File: src/rtl/uart_tx_arbiter_if.sv
// uart_tx_arbiter_if: requester side and UART_tx side of the shared transmitter.
// The arbiter takes the slave modport; requesters/UART model take master.
interface uart_tx_arbiter_if #(
  parameter int NUM_REQ = 3,
  parameter int DATA_W  = 8
);
  localparam int GID_W = (NUM_REQ > 1) ? $clog2(NUM_REQ) : 1;

  logic [NUM_REQ-1:0]        req;
  logic [NUM_REQ*DATA_W-1:0] req_data;
  logic [NUM_REQ-1:0]        ack;
  logic                      trmt;
  logic [DATA_W-1:0]         tx_data;
  logic                      tx_done;
  logic                      busy;
  logic [GID_W-1:0]          grant_id;
  logic                      tx_err;

  modport master (
    output req, req_data, tx_done,
    input  ack, trmt, tx_data, busy, grant_id, tx_err
  );

  modport slave (
    input  req, req_data, tx_done,
    output ack, trmt, tx_data, busy, grant_id, tx_err
  );
endinterface

File: src/rtl/uart_tx_arbiter.sv
// uart_tx_arbiter: round-robin sharing of one UART_tx among NUM_REQ byte sources.
// Optional BUSY watchdog enabled by defining TX_TIMEOUT_EN.
module uart_tx_arbiter #(
  parameter int NUM_REQ     = 3,
  parameter int DATA_W      = 8,
  parameter int TIMEOUT_CYC = 65536
) (
  input logic              clk,
  input logic              rst,
  uart_tx_arbiter_if.slave bus
);
  localparam int GID_W = (NUM_REQ > 1) ? $clog2(NUM_REQ) : 1;
  localparam int SUM_W = GID_W + 1;

  typedef enum logic [1:0] {
    IDLE  = 2'd0,
    START = 2'd1,
    BUSY  = 2'd2
  } state_t;

  state_t state, state_nxt;

  logic [GID_W-1:0]     ptr;
  logic [GID_W-1:0]     ptr_nxt;
  logic [GID_W-1:0]     gid_q;
  logic [GID_W-1:0]     sel_idx;
  logic [DATA_W-1:0]    tx_data_q;
  logic [DATA_W-1:0]    sel_byte;
  logic [2*NUM_REQ-1:0] req2;
  logic [NUM_REQ-1:0]   rot;
  logic [SUM_W-1:0]     sel_sum;
  logic [SUM_W-1:0]     sel_wrap;
  logic                 sel_found;
  logic                 timeout;
  logic                 frame_end;

  // Rotate so bit 0 is the pointer; lowest set bit of rot is the winner.
  always_comb begin
    req2      = {bus.req, bus.req};
    rot       = NUM_REQ'(req2 >> ptr);
    sel_found = 1'b0;
    sel_sum   = '0;
    for (int k = NUM_REQ - 1; k >= 0; k--) begin
      if (rot[k]) begin
        sel_found = 1'b1;
        sel_sum   = {1'b0, ptr} + SUM_W'(k);
      end
    end
    sel_wrap = (sel_sum >= SUM_W'(NUM_REQ)) ?
               sel_sum - SUM_W'(NUM_REQ) : sel_sum;
    sel_idx  = sel_wrap[GID_W-1:0];
    sel_byte = '0;
    for (int i = 0; i < NUM_REQ; i++) begin
      if (sel_idx == GID_W'(i)) begin
        sel_byte = bus.req_data[i*DATA_W +: DATA_W];
      end
    end
  end

  assign ptr_nxt   = (gid_q == GID_W'(NUM_REQ - 1)) ?
                     '0 : gid_q + 1'b1;
  assign frame_end = bus.tx_done || timeout;

  always_comb begin
    state_nxt = IDLE;
    bus.trmt  = 1'b0;
    bus.busy  = 1'b0;
    bus.ack   = '0;
    case (state)
      IDLE: begin
        state_nxt = sel_found ? START : IDLE;
      end
      START: begin
        state_nxt = BUSY;
        bus.trmt  = 1'b1;
        bus.busy  = 1'b1;
        bus.ack   = NUM_REQ'(1) << gid_q;
      end
      BUSY: begin
        state_nxt = frame_end ? IDLE : BUSY;
        bus.busy  = 1'b1;
      end
      default: begin
        state_nxt = IDLE;
      end
    endcase
  end

  always_ff @(posedge clk or posedge rst) begin
    if (rst) begin
      state     <= IDLE;
      ptr       <= '0;
      gid_q     <= '0;
      tx_data_q <= '0;
    end else begin
      state <= state_nxt;
      if (state == IDLE && sel_found) begin
        tx_data_q <= sel_byte;
        gid_q     <= sel_idx;
      end
      if (state == BUSY && frame_end) begin
        ptr <= ptr_nxt;
      end
    end
  end

  assign bus.tx_data  = tx_data_q;
  assign bus.grant_id = gid_q;

`ifdef TX_TIMEOUT_EN
  localparam int CNT_W = $clog2(TIMEOUT_CYC + 1);

  logic [CNT_W-1:0] cnt;
  logic             tx_err_q;

  // cnt is 0 in the first BUSY cycle; a tx_done on the limit cycle wins.
  always_ff @(posedge clk or posedge rst) begin
    if (rst) begin
      cnt      <= '0;
      tx_err_q <= 1'b0;
    end else begin
      cnt      <= (state == BUSY) ? cnt + 1'b1 : '0;
      tx_err_q <= timeout && !bus.tx_done;
    end
  end

  assign timeout    = (state == BUSY) &&
                      (cnt == CNT_W'(TIMEOUT_CYC - 1));
  assign bus.tx_err = tx_err_q;
`else
  assign timeout    = 1'b0;
  assign bus.tx_err = 1'b0;
`endif

endmodule
File: src/flat_wrapper.sv
// flat-port wrapper written by rule: the top's interface ports become plain ports
module uart_tx_arbiter_flat 
#(
  parameter int NUM_REQ     = 3,
  parameter int DATA_W      = 8,
  parameter int TIMEOUT_CYC = 65536
)
  (clk, rst, bus_req, bus_req_data, bus_tx_done, bus_ack, bus_trmt, bus_tx_data, bus_busy, bus_grant_id, bus_tx_err);
  uart_tx_arbiter_if #(.NUM_REQ(NUM_REQ), .DATA_W(DATA_W)) bus_i ();
  input logic clk;
  input logic rst;
  input wire logic [$bits(bus_i.req)-1:0] bus_req;
  input wire logic [$bits(bus_i.req_data)-1:0] bus_req_data;
  input wire logic [$bits(bus_i.tx_done)-1:0] bus_tx_done;
  output wire logic [$bits(bus_i.ack)-1:0] bus_ack;
  output wire logic [$bits(bus_i.trmt)-1:0] bus_trmt;
  output wire logic [$bits(bus_i.tx_data)-1:0] bus_tx_data;
  output wire logic [$bits(bus_i.busy)-1:0] bus_busy;
  output wire logic [$bits(bus_i.grant_id)-1:0] bus_grant_id;
  output wire logic [$bits(bus_i.tx_err)-1:0] bus_tx_err;
  assign bus_i.req = bus_req;
  assign bus_i.req_data = bus_req_data;
  assign bus_i.tx_done = bus_tx_done;
  assign bus_ack = bus_i.ack;
  assign bus_trmt = bus_i.trmt;
  assign bus_tx_data = bus_i.tx_data;
  assign bus_busy = bus_i.busy;
  assign bus_grant_id = bus_i.grant_id;
  assign bus_tx_err = bus_i.tx_err;
  uart_tx_arbiter #(.NUM_REQ(NUM_REQ), .DATA_W(DATA_W), .TIMEOUT_CYC(TIMEOUT_CYC)) u_core (.clk(clk), .rst(rst), .bus(bus_i));
endmodule
File: config.mk
export PLATFORM = sky130hd
export DESIGN_NAME = uart_tx_arbiter_flat
export DESIGN_NICKNAME = d
export VERILOG_FILES = /design/src/rtl/uart_tx_arbiter_if.sv /design/src/rtl/uart_tx_arbiter.sv /design/src/flat_wrapper.sv
export SDC_FILE = /design/constraint.sdc
export NUM_CORES = 1
export LEC_CHECK = 0
export BUFFER_PORTS_ARGS = -buffer_cell sky130_fd_sc_hd__buf_2
export CAP_MARGIN = 25
export CORE_ASPECT_RATIO = 0.7
export CORE_UTILIZATION = 46
export DETAILED_ROUTE_END_ITERATION = 8
export PLACE_DENSITY = 0.78
export SETUP_SLACK_MARGIN = 0.05
export SLEW_MARGIN = 20
export SYNTH_ARGS = -nofsm -noshare
export SYNTH_HDL_FRONTEND = slang
export SYNTH_SLANG_ARGS = --single-unit
File: constraint.sdc
create_clock -name clk -period 3 [get_ports clk]
set_input_delay 0.6 -clock clk [delete_from_list [all_inputs] [get_ports clk]]
set_output_delay 0.6 -clock clk [all_outputs]
set_load 0.05 [all_outputs]
==> results.yml, run 1 <==
run_status:
  outcome: "complete, no violations"
clock_tree:
  ctsHtreeMaxLevel: 1
  clkLatencyLatePin_ns: 0.29
  cts_buffer_depth: 2
  clkSinkCount: 14
  cts_buffers: 3
  clk_pin_slew_worst_paths_ns: 0.09
  cts_tree: "yes"
  post_cts_buffers: 0
  root_buffer: "clkbuf_4"
  cts_resized: 0
  hold_buffers: 0
floorplanning:
  die_w_um: 58.5
  start_util: 0.518
  die_area_mm2: 0.00243
  io-pin-count: 46
  rows: 13
  core_mm2: 0.00198
  die_h_um: 41.6
place:
  gp_congestion: 0.758
  pre_cts_ws_ns: 0.00872
  placed_cell_area_mm2: 0.00128
  io_buffers: 44
  hpwl_um: 2030
pwr:
  powerDensity_mw_per_mm2: 1340
  p_leak_uw: 0.000621
  irDropWorstVdd_mv: 0.710
timing:
  fin_skew_ns: 0.00375
  drv_slew: 0
  slew_headroom: 0.522
  setup_violations: 0
  hold_viol_final: 0
  fin_tns_setup_ns: 0
  fin_crit_sh: 0.908
  worstMarginPinSlew_ns: 0.713
  max_freq_mhz: 367
  fin_ws_ns: 0.275
  min_period_ns: 2.72
  rsz0062_at_grt: "no"
global_route:
  gr-usage-all-layers: 0.233
  grt_first_pass_wirelength_um: 4400
  overflow: 0
  grt_pass1_vias: 1010
  grt_start_max_net_pins: 15
  antenna_found_initial: 0
worst_setup_path:
  path_class: "reg -> reg"
  start_kind: "register"
  end_kind: "register"
  r2r-end: "u_core.bus.tx_data[4]"
  arrival_ns: 2.90
  r2r_cells: 9
  r2r_setup_slack_ns: 0.28
  worstReg2RegStart: "u_core.ptr[0]"
  path_max_fanout: 12
  crit_required_ns: 3.18
final_layout:
  antennaDiodeCount: 0
  fill_cells: 179
  syn_to_final_growth_pct: 28.3
  fin_area_mm2: 0.00132
  layout-drive-gt1-share: 0.378
  nets: 200
synthesis:
  syn_area_per_cell_um2: 8.64
  ys_dominant_reg_cell: "dfrtp_1"
  yosysWarnings: 0
  async_flop_share: 1.00
  ys_seq_area_frac: 0.341
  synth-edff-count: 0
  synth_nets: 154
  syn_area_mm2: 0.00103
  syn_inst: 119
  synth_seq_cells: 14
  synth.distinct_cells: 39
drt:
  via_per_inst: 5.55
  wl_um: 2580
  drt_iter0_drc: 29
  wl_per_cell_um: 13.3
  ant_nets: 0
  via_count: 1076
  drtPass1Iterations: 4
  drc_errors: 0
job:
  drv_cap: 0
hold_path:
  min_path_type: "in -> async"
## cell type report
| type | count | area [um2] | share of cell area |
|---|---|---|---|
| Clock buffer | 4 | 36.3 | 0.0275 |
| Multi-Input combinational cell | 90 | 613 | 0.464 |
| Sequential cell | 14 | 353 | 0.267 |
| Tap cell | 30 | 37.5 | 0.0284 |
| Inverter | 8 | 30.0 | 0.0227 |
| Timing Repair Buffer | 48 | 250 | 0.190 |
## power breakdown
part           switching [uW]  internal, uW  total [uW]
logic                     838           412        1250
clock network            67.4          73.9         141
registers                93.3           288         381
## sequential cells by signal, summed over array words and instances, names as in the netlist
name	count
u_core.bus.tx_data	8
u_core.ptr	2
u_core.state	2
u_core.bus.grant_id	2
## cells by family after synthesis
kind of cell	Yosys count	share of synthesized area
compound gates	50	0.325
simple gates	32	0.181
buf+inv	15	0.0693
flops	14	0.341
fa+ha+maj	5	0.0608
mux	2	0.0195
other cells	1	0.00365
## critical path: stages, from the launching register on
cell and delay (ns):
dfrtp_2 0.49, nor4bb_1 0.18, o41ai_1 0.38, o211ai_1 0.18, ha_1 0.26, a211oi_1 0.26, nor2_1 0.15, a2111o_1 0.48
o22ai_1 0.18, a21oi_1 0.06
## synthesized netlist by cell type (2+ instances only)
master    instances  area [um2]
o211ai_1          3        22.5
dfrtp_1          14         350
nand2b_1          2        12.5
o21ai_0          11        55.1
o31ai_1           3        22.5
buf_4             3        22.5
a21oi_1          15        75.1
nor3b_1           2        15.0
nor2_1            7        26.3
nand2_1           8        30.0
buf_2             3        15.0
o22ai_1           8        50.1
inv_1             7        26.3
ha_1              5        62.6
nor4bb_1          2        20.0
mux2i_1           2        20.0
nand3b_1          2        15.0
## per-stage QoR
step           std cells   util  hold slack (ns)  total power, uW
2_1_floorplan        119      -            0.468             1330
4_1_cts              194  0.663            0.350             1760
5_1_grt              194  0.665            0.385             1900
3_3_place_gp         190  0.645            0.486             1580
6_report             194  0.665            0.332             1770
3_5_place_dp         190  0.645            0.492             1620
## metal layers
metal	share of wire	up-vias	track usage	routed length, um
li1	-	533	-	-
met1	0.49	497	0.310	1250
met2	0.44	44	0.386	1130
met3	0.069	2	0.0530	178
met4	0.0039	0	0.0476	10
met5	0	-	0	0
## worst max path at each step
stage / from / to / slack (ns) / cells after the start
after floorplan: u_core.state[1] / bus_ack[2] / 0.16 / 4
after global placement: bus_req[1] / u_core.bus.tx_data[7] / 0.13 / 10
after detailed placement: bus_req[1] / u_core.bus.tx_data[4] / 0.009 / 10
after CTS: u_core.ptr[1] / u_core.bus.tx_data[4] / 0.22 / 9
after global routing: u_core.ptr[0] / u_core.bus.tx_data[0] / 0.09 / 8
final: u_core.ptr[0] / u_core.bus.tx_data[4] / 0.28 / 9
## cell usage in the layout (no fill, tap or decap), types with 2 or more instances in the layout
master,n
nor3b_1,2
clkbuf_4,3
o21ai_0,11
o211ai_1,3
nor2_1,7
o31ai_1,2
a21oi_1,15
buf_4,4
o22ai_1,8
ha_1,5
nand3b_1,2
dfrtp_1,12
mux2i_1,2
buf_2,44
inv_1,7
nor4bb_1,2
dfrtp_2,2
nand2b_1,2
nand2_1,8
(Power assumes the default switching activity.)
==> run 2, diff against run 1 <==
--- a/config.mk
+++ b/config.mk
@@ -7,11 +7,13 @@
 export LEC_CHECK = 0
 export BUFFER_PORTS_ARGS = -buffer_cell sky130_fd_sc_hd__buf_2
 export CAP_MARGIN = 25
+export CELL_PAD_IN_SITES_DETAIL_PLACEMENT = 1
+export CELL_PAD_IN_SITES_GLOBAL_PLACEMENT = 1
 export CORE_ASPECT_RATIO = 0.7
-export CORE_UTILIZATION = 46
+export CORE_UTILIZATION = 33
 export DETAILED_ROUTE_END_ITERATION = 8
-export PLACE_DENSITY = 0.78
-export SETUP_SLACK_MARGIN = 0.05
+export PLACE_DENSITY_LB_ADDON = 0.1
+export SETUP_SLACK_MARGIN = 0.3
 export SLEW_MARGIN = 20
 export SYNTH_ARGS = -nofsm -noshare
 export SYNTH_HDL_FRONTEND = slang
==> results.yml, run 2 (synthesis results as in run 1) <==
run_status:
  outcome: "complete, no violations"
final_layout:
  syn_to_final_growth_pct: 48.3
  finish.utilization: 0.529
  multi_input_area_um2: 686
  fin_area_mm2: 0.00153
  final_common_cell: "buf_2"
  ff_latch_area_um2: 353
  nets: 210
  layout_common_cells: "buf_2, a21oi_1, buf_4, dfrtp_1, o21ai_0"
  largest_reg_flops: 8
  fill_cells: 357
  layout-drive-gt1-share: 0.489
  antennaDiodeCount: 0
floorplanning:
  core_mm2: 0.00288
  start_util: 0.357
  io-pin-count: 46
  die_w_um: 68.7
  die_h_um: 48.7
  die_area_mm2: 0.00335
  rows: 16
clock_tree:
  cts_buffer_depth: 2
  clkLatencyLatePin_ns: 0.25
  clkSinkCount: 14
  hold_buffers: 0
  root_buffer: "clkbuf_8"
  clk_pin_slew_worst_paths_ns: 0.06
  cts_tree: "yes"
  cts_buffers: 3
  ctsHtreeMaxLevel: 1
worst_setup_path:
  path_class: "reg -> reg"
  start_kind: "register"
  arrival_ns: 2.84
  path_max_fanout: 7
  end_kind: "register"
  crit_required_ns: 3.13
pwr:
  irDropWorstVdd_mv: 0.568
  p_leak_uw: 0.000701
  power_uw: 2150
  powerDensity_mw_per_mm2: 1410
timing:
  fin_skew_ns: 0.00281
  slew_headroom: 0.523
  setup_violations: 0
  min_period_ns: 2.71
  max_freq_mhz: 368
  drv_slew: 0
  fin_tns_setup_ns: 0
  worstMarginPinSlew_ns: 0.712
  hold_viol_final: 0
  rsz0062_at_grt: "no"
  fin_crit_sh: 0.905
drt:
  wl_per_cell_um: 17.6
  via_count: 1168
  via_per_inst: 5.56
  drc_errors: 0
  drt_iter0_drc: 49
  ant_nets: 0
  wl_um: 3710
  drtPass1Iterations: 4
global_route:
  overflow: 0
  antenna_found_initial: 0
  gr-usage-all-layers: 0.228
  grt_first_pass_wirelength_um: 5570
  grt_start_max_net_pins: 15
  grt_pass1_vias: 1115
place:
  hpwl_um: 2600
  io_buffers: 44
  gp_congestion: 0.814
  placed_cell_area_mm2: 0.00132
job:
  drv_cap: 0
hold_path:
  min_path_type: "in -> async"
## run 2: cell count changes in the layout (fill, tap and decap cells not counted), moves of 2 or more
| cell | change |
|---|---|
| buf_4 | +8 |
| clkbuf_8 | +3 |
| buf_12 | +2 |
| clkbuf_4 | -3 |
| nor3b_2 | +2 |
| nor3b_1 | -2 |
## run 2: area by class of cell
type,count,share of cell area
clock buffer,4,0.0361
inverter,8,0.0197
multi-input combinational,90,0.450
sequential,14,0.231
tap,36,0.0295
timing repair buffer,58,0.234
## run 2: power breakdown
group	leakage [uW]	switching [uW]	internal (uW)
registers	0.000164	92.3	289
clock network	0.0000288	73.2	116
logic	0.000508	987	597
## run 2: routing by layer
layer / track usage / share of wire / up-vias
met3: 0.0684 / 0.046 / 2
li1: - / - / 551
met4: 0.0306 / 0.0035 / 0
met2: 0.350 / 0.47 / 35
met5: 0 / 0 / -
met1: 0.321 / 0.48 / 580
## run 2: path summary, 6_finish.rpt
path                                 start                     to  slack [ns]  cells after the start
max                          u_core.ptr[1]  u_core.bus.tx_data[1]        0.29                      9
min                                    rst        u_core.state[1]        0.40                      2
max reg2reg                  u_core.ptr[1]  u_core.bus.tx_data[1]        0.29                      9
min reg2reg                u_core.state[1]        u_core.state[1]        0.53                      1
max in group asynchronous              rst          u_core.ptr[1]        2.18                      2
min in group clk           u_core.state[1]        u_core.state[1]        0.53                      1
## run 2: per-stage QoR
stage / worst slack, ns / hold slack, ns / instances
floorplan: 0.311 / 0.468 / 119
global placement: 0.0797 / 0.484 / 197
detailed placement: -0.0985 / 0.521 / 197
CTS: 0.306 / 0.418 / 202
global route: 0.195 / 0.454 / 210
finish: 0.286 / 0.403 / 210
## run 2: what timing repair did
action | in CTS | in global routing
pin swaps | 1 | 6
buffers inserted | 1 | 8
gates resized for setup | 1 | 14
setup endpoints to repair | 8 | 9
## run 2: worst max-delay path, stage by stage (launching register included)
cell	delay, ns
dfrtp_2	0.47
and3_4	0.20
o41ai_2	0.37
o211ai_1	0.18
ha_2	0.24
a211oi_2	0.25
nor2_2	0.11
a2111o_1	0.53
o22ai_1	0.18
a21oi_1	0.07
==> run 3, diff against run 2 <==
--- a/config.mk
+++ b/config.mk
@@ -12,6 +12,7 @@
 export CORE_ASPECT_RATIO = 0.7
 export CORE_UTILIZATION = 33
 export DETAILED_ROUTE_END_ITERATION = 8
+export MAX_ROUTING_LAYER = met4
 export PLACE_DENSITY_LB_ADDON = 0.1
 export SETUP_SLACK_MARGIN = 0.3
 export SLEW_MARGIN = 20
==> results.yml, run 3 (synthesis results as in run 1) <==
run_status:
  outcome: "complete, no violations"
pwr:
  power_uw: 2140
  power_frac_comb: 0.731
  p_leak_uw: 0.000699
  switchingPower_uw: 1150
  clock_power_share: 0.090
  powerDensity_mw_per_mm2: 1400
  p_sw_frac: 0.540
  p_int_uw: 983
  irDropWorstVdd_mv: 0.575
  seqPwrFrac: 0.179
worst_setup_path:
  end_kind: "register"
  path_class: "in -> reg"
  r2r-end: "u_core.bus.tx_data[5]"
  start_kind: "input pin"
  path_max_fanout: 10
  arrival_ns: 2.86
  r2r_setup_slack_ns: 0.31
  r2r_cells: 10
  crit_required_ns: 3.16
  worstReg2RegStart: "u_core.ptr[1]"
clock_tree:
  cts_buffers: 3
  root_buffer: "clkbuf_8"
  clk_pin_slew_worst_paths_ns: 0.06
  hold_buffers: 0
  cts_buffer_depth: 2
  clkSinkCount: 14
  clkLatencyLatePin_ns: 0.25
  ctsHtreeMaxLevel: 1
  cts_tree: "yes"
global_route:
  grt_first_pass_wirelength_um: 5560
  antenna_found_initial: 0
  overflow: 0
  gr-usage-all-layers: 0.234
  grt_pass1_vias: 1116
  grt_start_max_net_pins: 15
drt:
  wl_um: 3710
  drt_iter0_drc: 59
  ant_nets: 0
  wl_per_cell_um: 17.7
  drc_errors: 0
  drtPass1Iterations: 4
  via_per_inst: 5.55
  via_count: 1165
floorplanning:
  die_area_mm2: 0.00335
  core_mm2: 0.00288
  die_w_um: 68.7
  io-pin-count: 46
  start_util: 0.357
  rows: 16
  die_h_um: 48.7
job:
  drv_cap: 0
place:
  pre_cts_ws_ns: -0.0985
  io_buffers: 44
  hpwl_um: 2600
  gp_congestion: 0.826
  placed_cell_area_mm2: 0.00132
timing:
  fin_tns_setup_ns: 0
  worstMarginPinSlew_ns: 0.709
  drv_slew: 0
  hold_viol_final: 0
  setup_violations: 0
  fin_crit_sh: 0.898
  rsz0062_at_grt: "yes"
  fin_ws_ns: 0.307
  max_freq_mhz: 371
  min_period_ns: 2.69
  slew_headroom: 0.525
  fin_skew_ns: 0.000786
hold_path:
  min_path_type: "in -> async"
final_layout:
  finish.utilization: 0.530
  syn_to_final_growth_pct: 48.5
  nets: 210
  layout_common_cells: "buf_2, a21oi_1, buf_4"
  antennaDiodeCount: 0
  largest_reg_flops: 8
  final_common_cell: "buf_2"
  layout-drive-gt1-share: 0.494
  fin_area_mm2: 0.00153
==> run 3: power by group through the flow <==
stage / logic, uW / registers (uW) / clock network [uW]
finish: 1560 / 382 / 192
global route: 1690 / 398 / 204
CTS: 1340 / 391 / 193
detailed placement: 1310 / 392 / 0
global placement: 1270 / 380 / 0
floorplan: 780 / 570 / 0
==> run 3: timing repair <==
item                       in CTS  in global routing
setup endpoints to repair       8                  9
pin swaps                       1                  9
gates resized for setup         1                 21
setup buffers                   1                  8
==> run 3: area by class of cell <==
class                      count  area (um2)
sequential                    14         353
clock buffer                   4        55.1
inverter                       8        30.0
timing repair buffer          58         338
multi-input combinational     90         707
fill                         353        1360
tap                           36        45.0
==> run 3: worst max-delay path by stage <==
stage | start | endpoint | slack, ns | cells after the start
detailed placement | bus_req[1] | u_core.bus.tx_data[5] | -0.1 | 10
global route | u_core.ptr[1] | u_core.bus.tx_data[0] | 0.19 | 10
global placement | bus_req[1] | u_core.bus.tx_data[4] | 0.08 | 10
floorplan | bus_req[2] | u_core.bus.tx_data[5] | 0.31 | 10
CTS | u_core.ptr[0] | u_core.bus.tx_data[5] | 0.31 | 9
finish | bus_req[0] | u_core.bus.tx_data[5] | 0.31 | 10
==> run 3: worst max-delay path: stages <==
cell and delay [ns]:
clkbuf_4 0.18, and2_4 0.18, o41ai_2 0.29, o211ai_1 0.18, ha_2 0.25, a2111oi_4 0.42, buf_4 0.21, a2111o_1 0.25
o22ai_1 0.11, a21oi_1 0.17
==> run 3: metrics by stage <==
| step | std cells | hold slack (ns) |
|---|---|---|
| after global routing | 210 | 0.453 |
| after detailed placement | 197 | 0.521 |
| after floorplan | 119 | 0.468 |
| after global placement | 197 | 0.484 |
| after CTS | 202 | 0.418 |
| final | 210 | 0.402 |
==> run 3: layer usage <==
metal / track usage / routed length, um
met2: 0.350 / 1760
met5: - / 0
met4: 0.0306 / 12
met3: 0.0637 / 170
met1: 0.324 / 1760
